==> src/rtl/soda_pkg.sv <==
`default_nettype none
// ============================================================================
// Module      : soda_pkg
// Description : Shared constants, FSM state type and refund helper for the
//               soda-machine sequencing controller.
// Revision    : 1.0 - initial release
// ============================================================================
package soda_pkg;

    // Coin values and price, in cents
    localparam int PRICE    = 20;
    localparam int NICKEL   = 5;
    localparam int DIME     = 10;
    localparam int QUARTER  = 25;

    // Credit tops out at 15 + 25 = 40; change is counted in nickels
    localparam int CREDIT_W = 6;
    localparam int CHANGE_W = 3;

    typedef enum logic [2:0] {
        S_IDLE     = 3'd0,
        S_COLLECT  = 3'd1,
        S_DISPENSE = 3'd2,
        S_WAIT     = 3'd3,
        S_DELIVER  = 3'd4,
        S_REFUND   = 3'd5
    } state_t;

    // Refund in nickels: credit / 5, clamped to 3 (COLLECT never holds more
    // than 15, so the clamp only guards against an impossible credit).
    function automatic logic [CHANGE_W-1:0] refund_nickels(input logic [CREDIT_W-1:0] credit);
        if (credit >= CREDIT_W'(3 * NICKEL)) begin
            return CHANGE_W'(3);
        end else if (credit >= CREDIT_W'(2 * NICKEL)) begin
            return CHANGE_W'(2);
        end else if (credit >= CREDIT_W'(NICKEL)) begin
            return CHANGE_W'(1);
        end else begin
            return CHANGE_W'(0);
        end
    endfunction

endpackage : soda_pkg
`default_nettype wire

==> src/rtl/soda_credit_acc.sv <==
`default_nettype none
// ============================================================================
// Module      : soda_credit_acc
// Description : Coin decode, illegal-coin detection, credit register and
//               inactivity timeout counter for the soda controller.
// Ports       : clk, rst          - clock, asynchronous active-high reset
//               i_state           - controller FSM state
//               i_nickel/dime/quarter - single-cycle coin pulses
//               i_cancel          - refund request (level)
//               i_clear           - clear credit (handshake completion)
//               o_credit          - registered credit
//               o_coin_ok         - coin sampled this cycle is credited
//               o_coin_rej        - coin(s) sampled this cycle are returned
//               o_price_met       - credited coin brings credit to >= PRICE
//               o_timeout_hit     - inactivity limit reached this cycle
// Revision    : 1.0 - initial release
// ============================================================================
module soda_credit_acc
    import soda_pkg::*;
#(
    parameter int TIMEOUT_CYCLES = 1000
) (
    input  logic                clk,
    input  logic                rst,
    input  state_t              i_state,
    input  logic                i_nickel,
    input  logic                i_dime,
    input  logic                i_quarter,
    input  logic                i_cancel,
    input  logic                i_clear,
    output logic [CREDIT_W-1:0] o_credit,
    output logic                o_coin_ok,
    output logic                o_coin_rej,
    output logic                o_price_met,
    output logic                o_timeout_hit
);

    logic [1:0]          w_coin_cnt;
    logic                w_any_coin;
    logic                w_accepting;
    logic [CREDIT_W-1:0] w_coin_val;
    logic [CREDIT_W-1:0] w_credit_sum;
    logic [CREDIT_W-1:0] r_credit;

    assign w_coin_cnt = {1'b0, i_nickel} + {1'b0, i_dime} + {1'b0, i_quarter};
    assign w_any_coin = i_nickel | i_dime | i_quarter;

    // Coins are only taken while collecting; a simultaneous cancel in COLLECT
    // wins over the coin. Cancel is meaningless in IDLE, so it blocks nothing.
    assign w_accepting = (i_state == S_IDLE) || ((i_state == S_COLLECT) && !i_cancel);

    assign o_coin_ok  = (w_coin_cnt == 2'd1) && w_accepting;
    assign o_coin_rej = w_any_coin && !o_coin_ok;

    always_comb begin
        w_coin_val = '0;
        if (i_nickel) begin
            w_coin_val = CREDIT_W'(NICKEL);
        end else if (i_dime) begin
            w_coin_val = CREDIT_W'(DIME);
        end else if (i_quarter) begin
            w_coin_val = CREDIT_W'(QUARTER);
        end
    end

    assign w_credit_sum = r_credit + w_coin_val;
    assign o_price_met  = o_coin_ok && (w_credit_sum >= CREDIT_W'(PRICE));
    assign o_credit     = r_credit;

    always_ff @(posedge clk or posedge rst) begin
        if (rst) begin
            r_credit <= '0;
        end else if (i_clear) begin
            r_credit <= '0;
        end else if (o_coin_ok) begin
            r_credit <= w_credit_sum;
        end
    end

    generate
        if (TIMEOUT_CYCLES > 0) begin : g_timeout
            localparam int c_TIMER_W = $clog2(TIMEOUT_CYCLES + 1);
            localparam logic [c_TIMER_W-1:0] c_LIMIT = c_TIMER_W'(TIMEOUT_CYCLES);
            localparam logic [c_TIMER_W-1:0] c_LAST  = c_TIMER_W'(TIMEOUT_CYCLES - 1);
            localparam logic [c_TIMER_W-1:0] c_ONE   = c_TIMER_W'(1);

            logic                 w_counting;
            logic [c_TIMER_W-1:0] r_timer;

            // Only COLLECT cycles without a credited coin count as idle
            assign w_counting = (i_state == S_COLLECT) && !o_coin_ok;

            // The hit fires on the cycle whose edge brings the count to the limit
            assign o_timeout_hit = w_counting && (r_timer == c_LAST);

            always_ff @(posedge clk or posedge rst) begin
                if (rst) begin
                    r_timer <= '0;
                end else if (!w_counting) begin
                    r_timer <= '0;
                end else if (r_timer != c_LIMIT) begin
                    r_timer <= r_timer + c_ONE;
                end
            end
        end else begin : g_no_timeout
            assign o_timeout_hit = 1'b0;
        end
    endgenerate

endmodule : soda_credit_acc
`default_nettype wire

==> src/rtl/soda_ctrl.sv <==
`default_nettype none
// ============================================================================
// Module      : soda_ctrl
// Description : Sequencing controller for the soda-machine dispensing path:
//               collects credit, strobes the dispensing block, captures its
//               result and offers it (or a refund) over valid/ready.
// Ports       : clk_i, rst_i           - clock, asynchronous active-high reset
//               nickel_i/dime_i/quarter_i - coin pulses (5/10/25)
//               cancel_i               - refund request
//               deposit_o, exceed_o    - credit and dispense strobe out
//               soda_i, change_i       - dispensing block result
//               vend_valid_o/ready_i   - offer handshake
//               soda_o, change_o       - offered soda / change in nickels
//               reject_o               - coin returned (one cycle later)
//               busy_o                 - transaction in flight
// Revision    : 1.0 - initial release
// ============================================================================
module soda_ctrl
    import soda_pkg::*;
#(
    parameter int TIMEOUT_CYCLES = 1000
) (
    input  logic                clk_i,
    input  logic                rst_i,
    input  logic                nickel_i,
    input  logic                dime_i,
    input  logic                quarter_i,
    input  logic                cancel_i,
    output logic [CREDIT_W-1:0] deposit_o,
    output logic                exceed_o,
    input  logic                soda_i,
    input  logic [CHANGE_W-1:0] change_i,
    output logic                vend_valid_o,
    input  logic                vend_ready_i,
    output logic                soda_o,
    output logic [CHANGE_W-1:0] change_o,
    output logic                reject_o,
    output logic                busy_o
);

    state_t              r_state;
    logic                r_exceed;
    logic                r_vend_valid;
    logic                r_soda;
    logic [CHANGE_W-1:0] r_change;
    logic                r_reject;
    logic                r_busy;

    logic [CREDIT_W-1:0] w_credit;
    logic                w_coin_ok;
    logic                w_coin_rej;
    logic                w_price_met;
    logic                w_timeout_hit;
    logic                w_handshake;

    // r_vend_valid is only ever set in DELIVER/REFUND
    assign w_handshake = r_vend_valid && vend_ready_i;

    soda_credit_acc #(
        .TIMEOUT_CYCLES (TIMEOUT_CYCLES)
    ) u_credit_acc (
        .clk           (clk_i),
        .rst           (rst_i),
        .i_state       (r_state),
        .i_nickel      (nickel_i),
        .i_dime        (dime_i),
        .i_quarter     (quarter_i),
        .i_cancel      (cancel_i),
        .i_clear       (w_handshake),
        .o_credit      (w_credit),
        .o_coin_ok     (w_coin_ok),
        .o_coin_rej    (w_coin_rej),
        .o_price_met   (w_price_met),
        .o_timeout_hit (w_timeout_hit)
    );

    always_ff @(posedge clk_i or posedge rst_i) begin
        if (rst_i) begin
            r_state      <= S_IDLE;
            r_exceed     <= 1'b0;
            r_vend_valid <= 1'b0;
            r_soda       <= 1'b0;
            r_change     <= '0;
            r_reject     <= 1'b0;
            r_busy       <= 1'b0;
        end else begin
            r_reject <= w_coin_rej;
            r_exceed <= 1'b0;

            case (r_state)
                S_IDLE: begin
                    if (w_coin_ok) begin
                        if (w_price_met) begin
                            r_state  <= S_DISPENSE;
                            r_exceed <= 1'b1;
                            r_busy   <= 1'b1;
                        end else begin
                            r_state <= S_COLLECT;
                        end
                    end
                end

                S_COLLECT: begin
                    if (cancel_i || w_timeout_hit) begin
                        r_state      <= S_REFUND;
                        r_vend_valid <= 1'b1;
                        r_soda       <= 1'b0;
                        r_change     <= refund_nickels(w_credit);
                        r_busy       <= 1'b1;
                    end else if (w_price_met) begin
                        r_state  <= S_DISPENSE;
                        r_exceed <= 1'b1;
                        r_busy   <= 1'b1;
                    end
                end

                S_DISPENSE: begin
                    r_state <= S_WAIT;
                end

                // The dispensing block answers one cycle after the strobe
                S_WAIT: begin
                    r_soda       <= soda_i;
                    r_change     <= change_i;
                    r_vend_valid <= 1'b1;
                    r_state      <= S_DELIVER;
                end

                S_DELIVER, S_REFUND: begin
                    if (w_handshake) begin
                        r_vend_valid <= 1'b0;
                        r_soda       <= 1'b0;
                        r_change     <= '0;
                        r_busy       <= 1'b0;
                        r_state      <= S_IDLE;
                    end
                end

                default: begin
                    r_state <= S_IDLE;
                end
            endcase
        end
    end

    assign deposit_o    = w_credit;
    assign exceed_o     = r_exceed;
    assign vend_valid_o = r_vend_valid;
    assign soda_o       = r_soda;
    assign change_o     = r_change;
    assign reject_o     = r_reject;
    assign busy_o       = r_busy;

endmodule : soda_ctrl
`default_nettype wire

==> config.mk <==
export PLATFORM = sky130hd
export DESIGN_NAME = soda_ctrl
export DESIGN_NICKNAME = d
export VERILOG_FILES = /design/src/rtl/soda_pkg.sv /design/src/rtl/soda_credit_acc.sv /design/src/rtl/soda_ctrl.sv
export SDC_FILE = /design/constraint.sdc
export NUM_CORES = 1
export LEC_CHECK = 0
export ABC_AREA = 1
export ABC_CLOCK_PERIOD_IN_PS = 4200
export CORE_UTILIZATION = 40
export CTS_CLUSTER_DIAMETER = 100
export CTS_CLUSTER_SIZE = 14
export DETAILED_ROUTE_END_ITERATION = 8
export GPL_TIMING_DRIVEN = 0
export PLACE_DENSITY = 0.61
export SLEW_MARGIN = 25
export SYNTH_ARGS = -nofsm -noshare
export SYNTH_HDL_FRONTEND = slang
export SYNTH_SLANG_ARGS = --single-unit
==> constraint.sdc <==
create_clock -name clk_i -period 4.2 [get_ports clk_i]
set_input_delay 0.84 -clock clk_i [delete_from_list [all_inputs] [get_ports clk_i]]
set_output_delay 0.84 -clock clk_i [all_outputs]
set_load 0.02 [all_outputs]
* Word-level counts from Yosys, hierarchy flattened *
Cells that the tools add are included.

cells by class
  $add $sub $neg = 4
  magnitude comparators = 4
  eq/ne operators = 13
  muxes and demuxes = 31
  bitwise operators = 2
  reduce and logical (&&, ||, !) cells = 19

operator list
  kind                   number
  $mux 6                 4
  $mux 10                2
  $mux 3                 5
  $pmux 3 s5             1
  $ge 6x4->1 const B     2
  $add 10x1->10 const B  1
  $eq 10x10->1 const B   1
  $mux 1                 10
  $ne 10x10->1 const B   1
  $pmux 1 s3             3
  $pmux 3 s3             1
  $reduce_and 3->1       3
  $logic_and 1x1->1      7
  $add 6x6->6            1
  $eq 3x2->1 const B     2
  $eq 3x3->1 const B     2
  $ge 6x3->1 const B     1
  $ge 6x5->1 const B     1
  $mux 2                 3
  $reduce_bool 3->1      2
  $mux 5                 1
  $ne 2x1->1 const B     2
  $ne 2x2->1 const B     2
  $eq 3x1->1 const B     1
  other kinds (11)       14

storage, ports and cells
  register bits after elaboration = 27
  bits of input ports = 11

* Depth between registers and ports, before layout *
Gate-level depths: netlist of the first run.

  word-level depth = 10
  mapped depth = 15

* Modules after synthesis *
Synthesis of the first run repeated with hierarchy kept, for this count alone.

unflattened totals
  cells, all modules = 247
  area, all modules = 1,844.3 µm²

by module, submodules not included
  module           times used  cells each  area an instance (µm²)  seq. area each (µm²)
  soda_credit_acc  1           153         1,192.4                 400.4
  soda_ctrl        1           94          651.9                   275.3

* Worst setup path before layout of the first run *
Ideal clock, no wire load.

  path kind = input-to-reg
  from = in nickel_i
  to = reg r_state[0]
  arrival = 2.244 ns
  data required time = 4.084 ns
  slack = 1.840 ns
  stages = 13
  buffers on the path = 0
  path through = o21bai_1 -> ha_1 -> fa_1 -> nand3_1 -> nand3_1 -> nand2_1 -> nand2_1 -> nand2_1 -> nand2_4 -> nand2_1 -> nand2_1 -> nand2_1 -> nand2_1

on the way
  longest elaborated chain between the ends = 10

ends and longest elaborated chain
  element                                                               RTL line          source
  from (decl)                                                           soda_ctrl.sv:25   input logic nickel_i,
  parallel branches: the longest is 10 deep, another holds $add 6x6->6  --
  to (signal assigned)                                                  soda_ctrl.sv:94   r_state <= S_DISPENSE;
  to (signal assigned)                                                  soda_ctrl.sv:105  r_state <= S_REFUND;
  to (signal assigned)                                                  soda_ctrl.sv:111  r_state <= S_DISPENSE;
  to (decl)                                                             soda_ctrl.sv:41   state_t r_state;

Several ways; the timed one is not identified. The select of a mux whose other input is x is not followed.
A chain may end at the register's enable or synchronous reset.

* Worst setup path after layout of the first run *
Ends and elaborated chain as after synthesis.

==> results.md, run 1 <==
* Antenna-violating nets left at 0
* Root Buffer: clkbuf_8
* DRC at 0
* Port bufs at 24
* Xor/xnor share of the synthesized area at 0.004989
* Critical path endpoint category: register
* Critical Path Most Common Cell: nand2_1
* Final HPWL DP at 2.867 mm
* Worst Hold Depth at 2
* Post-synthesis average cell area at 7.733 µm²
* Hold EP: change_o[2]
* Reg2Reg Depth at 12
* Clk slew on worst S/H paths at 0.09 ns
* Dpl ws at 1.070 ns
* CP cell instances: clkdlybuf4s50_1 > o21bai_1 > ha_1 > fa_1 > nand3_1 > nand3_1 > nand2_1 > nand2_1 > nand2_1 > nand2_4 > nand2_1 > nand2_1 > nand2_1 > nand2_1
* Largest net degree at the start of global routing at 28
* H-tree levels at 1
* Cts hold-fix bufs at 0
* First-pass GRT wire length at 6.492 mm
* Slowest cell on the critical path: clkdlybuf4s50_1
* Pwr Total at 1.110 mW
* Main combinational cell family by area after synthesis: simple AND/OR/NAND/NOR gates
* Post-CTS Resized at 0
* NumNets Final at 276
* CTS Sinks at 27
* Final WS setup at 1.361 ns
* Max Freq at 352.3 MHz
* Required @ worst endpoint at 4.37 ns
* Share of layout cells above drive strength 1 at 0.1373
* Antenna violations before repair at 0
* Num CTS Buffers at 3
* Post-synthesis compound-gate area fraction at 0.1083
* PwrDens at 527.9 nW/µm²
* Sum Neg Setup Slack at 0 ns
* Synth Warn # at 0
* Hold slack at 0.4789 ns
* Clock skew at 0.003655 ns
* I/O Pins at 25
* CP arrival at 3.01 ns
* Hold Startpoint: change_o[2]
* Unique masters post-synth at 36
* RSZ-0062 raised after global routing: no
* Vias in the first global route at 1481
* Post-DR vias/cell at 4.787
* Initial Util at 0.4266
* Fin crit share at 0.6759
* CORE AREA at 4115 µm²
* Site Rows at 23
* Layout Area Growth over Synthesis at 19.81%
* Tmin final at 2.839 ns
* Fillers at 429
* Status: completed
* Slew Limit Fails at 0
* Netlist Area Pre-Place at 1755 µm²
* Drt pass-1 iters at 4
* Initial drt markers at 50
* DIE WIDTH at 68.25 µm
* Critical Path Start Type: input port
* RePlAce Congestion at 0.8146
* Seq/Total Area, Yosys at 0.3849
* Post-synthesis simple-gate area fraction at 0.3329
* Remaining Overflow, GRT at 0
* Via Count at 1460
* Gr usage total at 0.1877
* Slowest stage delay, CP at 0.54 ns
* Post-Syn Nets at 247
* Reg-to-Reg End: r_state[0]
* Worst r2r src: u_credit_acc.o_credit[0]
* ANT cells at 0
* Slew headroom at 0.6171
* Post-synthesis mux area share at 0
* Die ar. at 4657 µm²
* Adder-cell area share of the yosys netlist at 0.07270
* Final number of setup-violating endpoints at 0
* Routed WL per cell at 11.85 µm
* Critical path class: in -> reg
* Worst reg-to-reg setup slack at 2.23 ns
* DIE HEIGHT at 68.25 µm
* Seq cells post-synth at 27
* Final Hold Fails at 0
* Tightest Pin Transition at 0.5735 ns
* Setup bufs post-CTS at 0
* CTS tree: built
* Clock Latency Late Sink at 0.27 ns
* Peak supply drop at 0.3966 mV
* Final WL at 3.613 mm
* Critical Path Fanout Max at 7
* Commonest non-fill, non-tap cells in the layout: 53 x nand2_1, 30 x inv_1, 27 x dfrtp_1
* Post-Syn Instances at 227
* Max Cap Viol at 0
* Worst Hold Class: reg -> reg
* Commonest non-fill, non-tap cell in the layout: nand2_1
* Clock tree buffer depth at 2
* Leak at 1.034 nW
## registers in the layout (all words and copies together), names as in the netlist
| signal | flops |
|---|---|
| busy_o | 1 |
| change_o | 3 |
| exceed_o | 1 |
| r_state | 3 |
| reject_o | 1 |
| soda_o | 1 |
| u_credit_acc.g_timeout.r_timer | 10 |
| u_credit_acc.o_credit | 6 |
| vend_valid_o | 1 |
## per-layer routing
metal,track usage,part of all wire
met5,0,0
met4,0.03646,0.0058
met3,0.04167,0.023
met2,0.3150,0.46
met1,0.2464,0.51
## stage by stage
step	area (µm²)	util	cells
after floorplan	1755	-	227
after global placement	2058	0.5002	301
after detailed placement	2058	0.5002	301
after CTS	2103	0.5111	305
after global routing	2103	0.5111	305
final	2103	0.5111	305
## cells in the mapped netlist, drive strengths merged
cell type	number	area [µm²]
a21oi	16	80.08
a22oi	2	15.01
a31o	1	8.760
and3	1	6.260
buf	1	11.26
dfrtp	27	675.7
fa	2	40.04
ha	7	87.58
inv	40	157.7
nand2	64	287.8
nand3	17	95.09
nand4	3	25.02
nor2	17	90.09
nor3	8	45.04
nor3b	1	7.510
nor4b	1	8.760
o21ai	11	58.80
o21bai	1	7.510
o22ai	2	12.51
o31ai	1	7.510
or2	3	18.77
xnor2	1	8.760
## critical path, delay by kind of cell
family                     cells  cell delay (ns)
and+or+nand+nor               10             0.77
buffers and inverters          1             0.54
AOI/OAI and AO/OA              1             0.22
adders and majority gates      2             0.64
## report_power, final
part	internal, mW	switching (mW)
sequential	0.317	0.0563
clock	0.0680	0.0826
combinational	0.232	0.354
total	0.618	0.493
## kinds of logic (layout without fill, tap and decap cells)
kind of cell    Yosys count  count (layout)
compound gates           34              34
xor+xnor                  1               1
fa+ha+maj                 9               9
buf+inv                  41              69
flops                    27              27
simple gates            115             115
## how the worst max path moves through the flow
stage	from	to	slack [ns]	cells past startpoint
after global routing	nickel_i	r_state[0]	1.13	14
final	nickel_i	r_state[0]	1.36	14
after global placement	nickel_i	r_state[0]	1.05	14
after detailed placement	nickel_i	r_state[0]	1.07	14
after floorplan	nickel_i	r_state[0]	1.84	13
after CTS	nickel_i	r_state[0]	1.36	14
## layout make-up
class | count | area, µm² | share of cell area
buffer | 1 | 11.26 | 0.005354
tap | 50 | 62.56 | 0.02974
sequential | 27 | 675.6 | 0.3212
timing repair buffer | 24 | 240.2 | 0.1142
inverter | 40 | 157.7 | 0.07496
clock buffer | 4 | 45.04 | 0.02142
multi-input combinational | 159 | 910.9 | 0.4331
Note: power is estimated with default switching activity, not from simulation.
==> run 2: changes to the inputs <==
--- a/config.mk
+++ b/config.mk
@@ -6,13 +6,13 @@
 export NUM_CORES = 1
 export LEC_CHECK = 0
 export ABC_AREA = 1
-export ABC_CLOCK_PERIOD_IN_PS = 4200
+export ABC_CLOCK_PERIOD_IN_PS = 2300
 export CORE_UTILIZATION = 40
 export CTS_CLUSTER_DIAMETER = 100
 export CTS_CLUSTER_SIZE = 14
 export DETAILED_ROUTE_END_ITERATION = 8
 export GPL_TIMING_DRIVEN = 0
-export PLACE_DENSITY = 0.61
+export PLACE_DENSITY = 0.63
 export SLEW_MARGIN = 25
 export SYNTH_ARGS = -nofsm -noshare
 export SYNTH_HDL_FRONTEND = slang
==> constraint.sdc (replaced) <==
create_clock -name clk_i -period 2.3 [get_ports clk_i]
set_input_delay 0.46 -clock clk_i [delete_from_list [all_inputs] [get_ports clk_i]]
set_output_delay 0.46 -clock clk_i [all_outputs]
set_load 0.02 [all_outputs]
==> results.md, run 2 (synthesis gave the netlist of run 1 again) <==
* RSZ-0062 raised after global routing: no
* Worst reg-to-reg setup slack at 0.45 ns (-1.78 ns)
* Peak supply drop at 0.5876 mV (+48%)
* Slew Limit Fails at 0 (unchanged)
* DIE WIDTH at 68.25 µm (unchanged)
* Initial Util at 0.4266 (unchanged)
* Critical Path Start Type: input port
* DRC at 0 (unchanged)
* Layout Area Growth over Synthesis at 21.03%
* Dpl ws at -0.4523 ns (-1.522 ns)
* Tmin final at 2.107 ns
* Final Hold Fails at 0 (unchanged)
* Gr usage total at 0.1765 (-0.01123)
* Final number of setup-violating endpoints at 0 (unchanged)
* Sum Neg Setup Slack at 0 ns (unchanged)
* Clock skew at 0.001735 ns (-0.001920 ns)
* Final WL at 3.651 mm (+1.1%)
* Slew headroom at 0.6224 (+0.005293)
* Required @ worst endpoint at 2.47 ns (-1.90 ns)
* Commonest non-fill, non-tap cells in the layout: 53 x nand2_1, 30 x inv_1, 27 x dfrtp_1
* Clock Latency Late Sink at 0.27 ns (about the same)
* DR WL met3 at 151 µm (+82%)
* Initial drt markers at 62 (+24%)
* Vias in the first global route at 1370 (-7.5%)
* H-tree levels at 1 (unchanged)
* DIE HEIGHT at 68.25 µm (unchanged)
* Clk slew on worst S/H paths at 0.09 ns (about the same)
* PwrDens at 957.2 nW/µm² (+81%)
* NumNets Final at 277 (+0.36%)
* Via Count at 1510 (+3.4%)
* Site Rows at 23 (unchanged)
* ANT cells at 0 (unchanged)
* Critical Path Most Common Cell: nand2_1
* Placed insts at 301 (unchanged)
* Top Metal Used: met4
* Die ar. at 4657 µm² (unchanged)
* Max Cap Viol at 0 (unchanged)
* Leak at 1.049 nW (+1.5%)
* CORE AREA at 4115 µm² (unchanged)
* Num CTS Buffers at 3 (unchanged)
* Final WS setup at 0.1927 ns (-1.169 ns)
* Met2 Wirelength at 1.579 mm (-4.8%)
* Post-DR vias/cell at 4.935 (+3.1%)
* Max reg flops at 10 (unchanged)
* Remaining Overflow, GRT at 0 (unchanged)
* Critical path endpoint category: register
* Critical path class: in -> reg
* RePlAce Congestion at 0.8278 (+1.6%)
* Routed WL per cell at 11.93 µm (+0.72%)
* Root Buffer: clkbuf_8
* Final cell count without fillers at 306 (+0.33%)
* Slowest stage delay, CP at 0.36 ns (-0.18 ns)
* I/O Pins at 25 (unchanged)
* CTS Sinks at 27 (unchanged)
* Max Freq at 474.5 MHz
* Port bufs at 24 (unchanged)
* Slowest cell on the critical path: fa_2
* Tightest Pin Transition at 0.5656 ns (-0.007929 ns)
* Antenna violations before repair at 0 (unchanged)
* Largest net degree at the start of global routing at 28 (unchanged)
* Clock tree buffer depth at 2 (unchanged)
* First-pass GRT wire length at 6.113 mm (-5.8%)
* CP arrival at 2.28 ns (-0.73 ns)
* Fin crit share at 0.9162
* Largest Register: u_credit_acc.g_timeout.r_timer
* Antenna-violating nets left at 0 (unchanged)
* Drt pass-1 iters at 4 (unchanged)
* Share of layout cells above drive strength 1 at 0.1563 (+0.01900)
* Metal-1 WL at 1.887 mm (+2.0%)
* Pwr Total at 2.034 mW (+83%)
* Critical Path Fanout Max at 7 (unchanged)
* Final HPWL DP at 2.834 mm (-1.1%)
* Status: completed
* Worst Hold Class: reg -> reg
* Commonest non-fill, non-tap cell in the layout: nand2_1
* CP cell instances: dlygate4sd2_1 > o21bai_1 > ha_2 > fa_2 > nand3_1 > nand3_1 > nand2_1 > nand2_1 > nand2_1 > nand2_4 > nand2_1 > nand2_1 > nand2_1 > nand2_1
* CTS tree: built
## run 2: what timing repair did
item / in CTS / in global routing
buffers inserted: 0 / 1
setup endpoints to repair: 5 / 3
resized for setup: 3 / 4
hold buffers: 0 / 0
## run 2: report_power, final
| group | leakage (nW) | total (mW) | internal (mW) | switching (mW) |
|---|---|---|---|---|
| clock | 0.0228 | 0.265 | 0.124 | 0.142 |
| sequential | 0.362 | 0.684 | 0.579 | 0.105 |
| combinational | 0.664 | 1.08 | 0.431 | 0.653 |
## run 2: area by class of cell
class                           count  area (µm²)
Clock buffer                        4       45.04
Multi-Input combinational cell    159       924.6
Buffer                              1       11.26
Timing Repair Buffer               25       247.7
Tap cell                           50       62.56
Inverter                           40       157.7
Sequential cell                    27       675.6
Fill cell                         429        1991
## run 2: metal layers
layer  global-route usage  vias up
li1                     -      792
met1               0.2495      689
met2               0.2782       25
met3              0.04167        4
met4              0.02344        0
met5                    0        -
## run 2: worst max-delay path: cells and delay by family
kind	cells	cell delay, ns
AOI/OAI and AO/OA	1	0.20
buffers and inverters	1	0.32
adders and majority gates	2	0.55
and+or+nand+nor	10	0.75
## run 2: path summary, 6_finish.rpt
kind                                               start                           endpoint  depth (start not counted)
worst max-delay path                            nickel_i                         r_state[0]                         14
worst min-delay path                              soda_o                             soda_o                          2
worst max register to register  u_credit_acc.o_credit[0]                         r_state[0]                         12
worst min register to register                    soda_o                             soda_o                          2
max in group asynchronous                          rst_i  u_credit_acc.g_timeout.r_timer[7]                          2
min in group asynchronous                          rst_i                           reject_o                          2
## run 2: metrics by stage
stage / area, µm² / utilization / hold slack, ns
after detailed placement: 2058 / 0.5002 / 0.4635
final: 2125 / 0.5163 / 0.4802
after global routing: 2125 / 0.5163 / 0.5058
after CTS: 2103 / 0.5111 / 0.4867
after global placement: 2058 / 0.5002 / 0.4544
after floorplan: 1755 / - / 0.5127
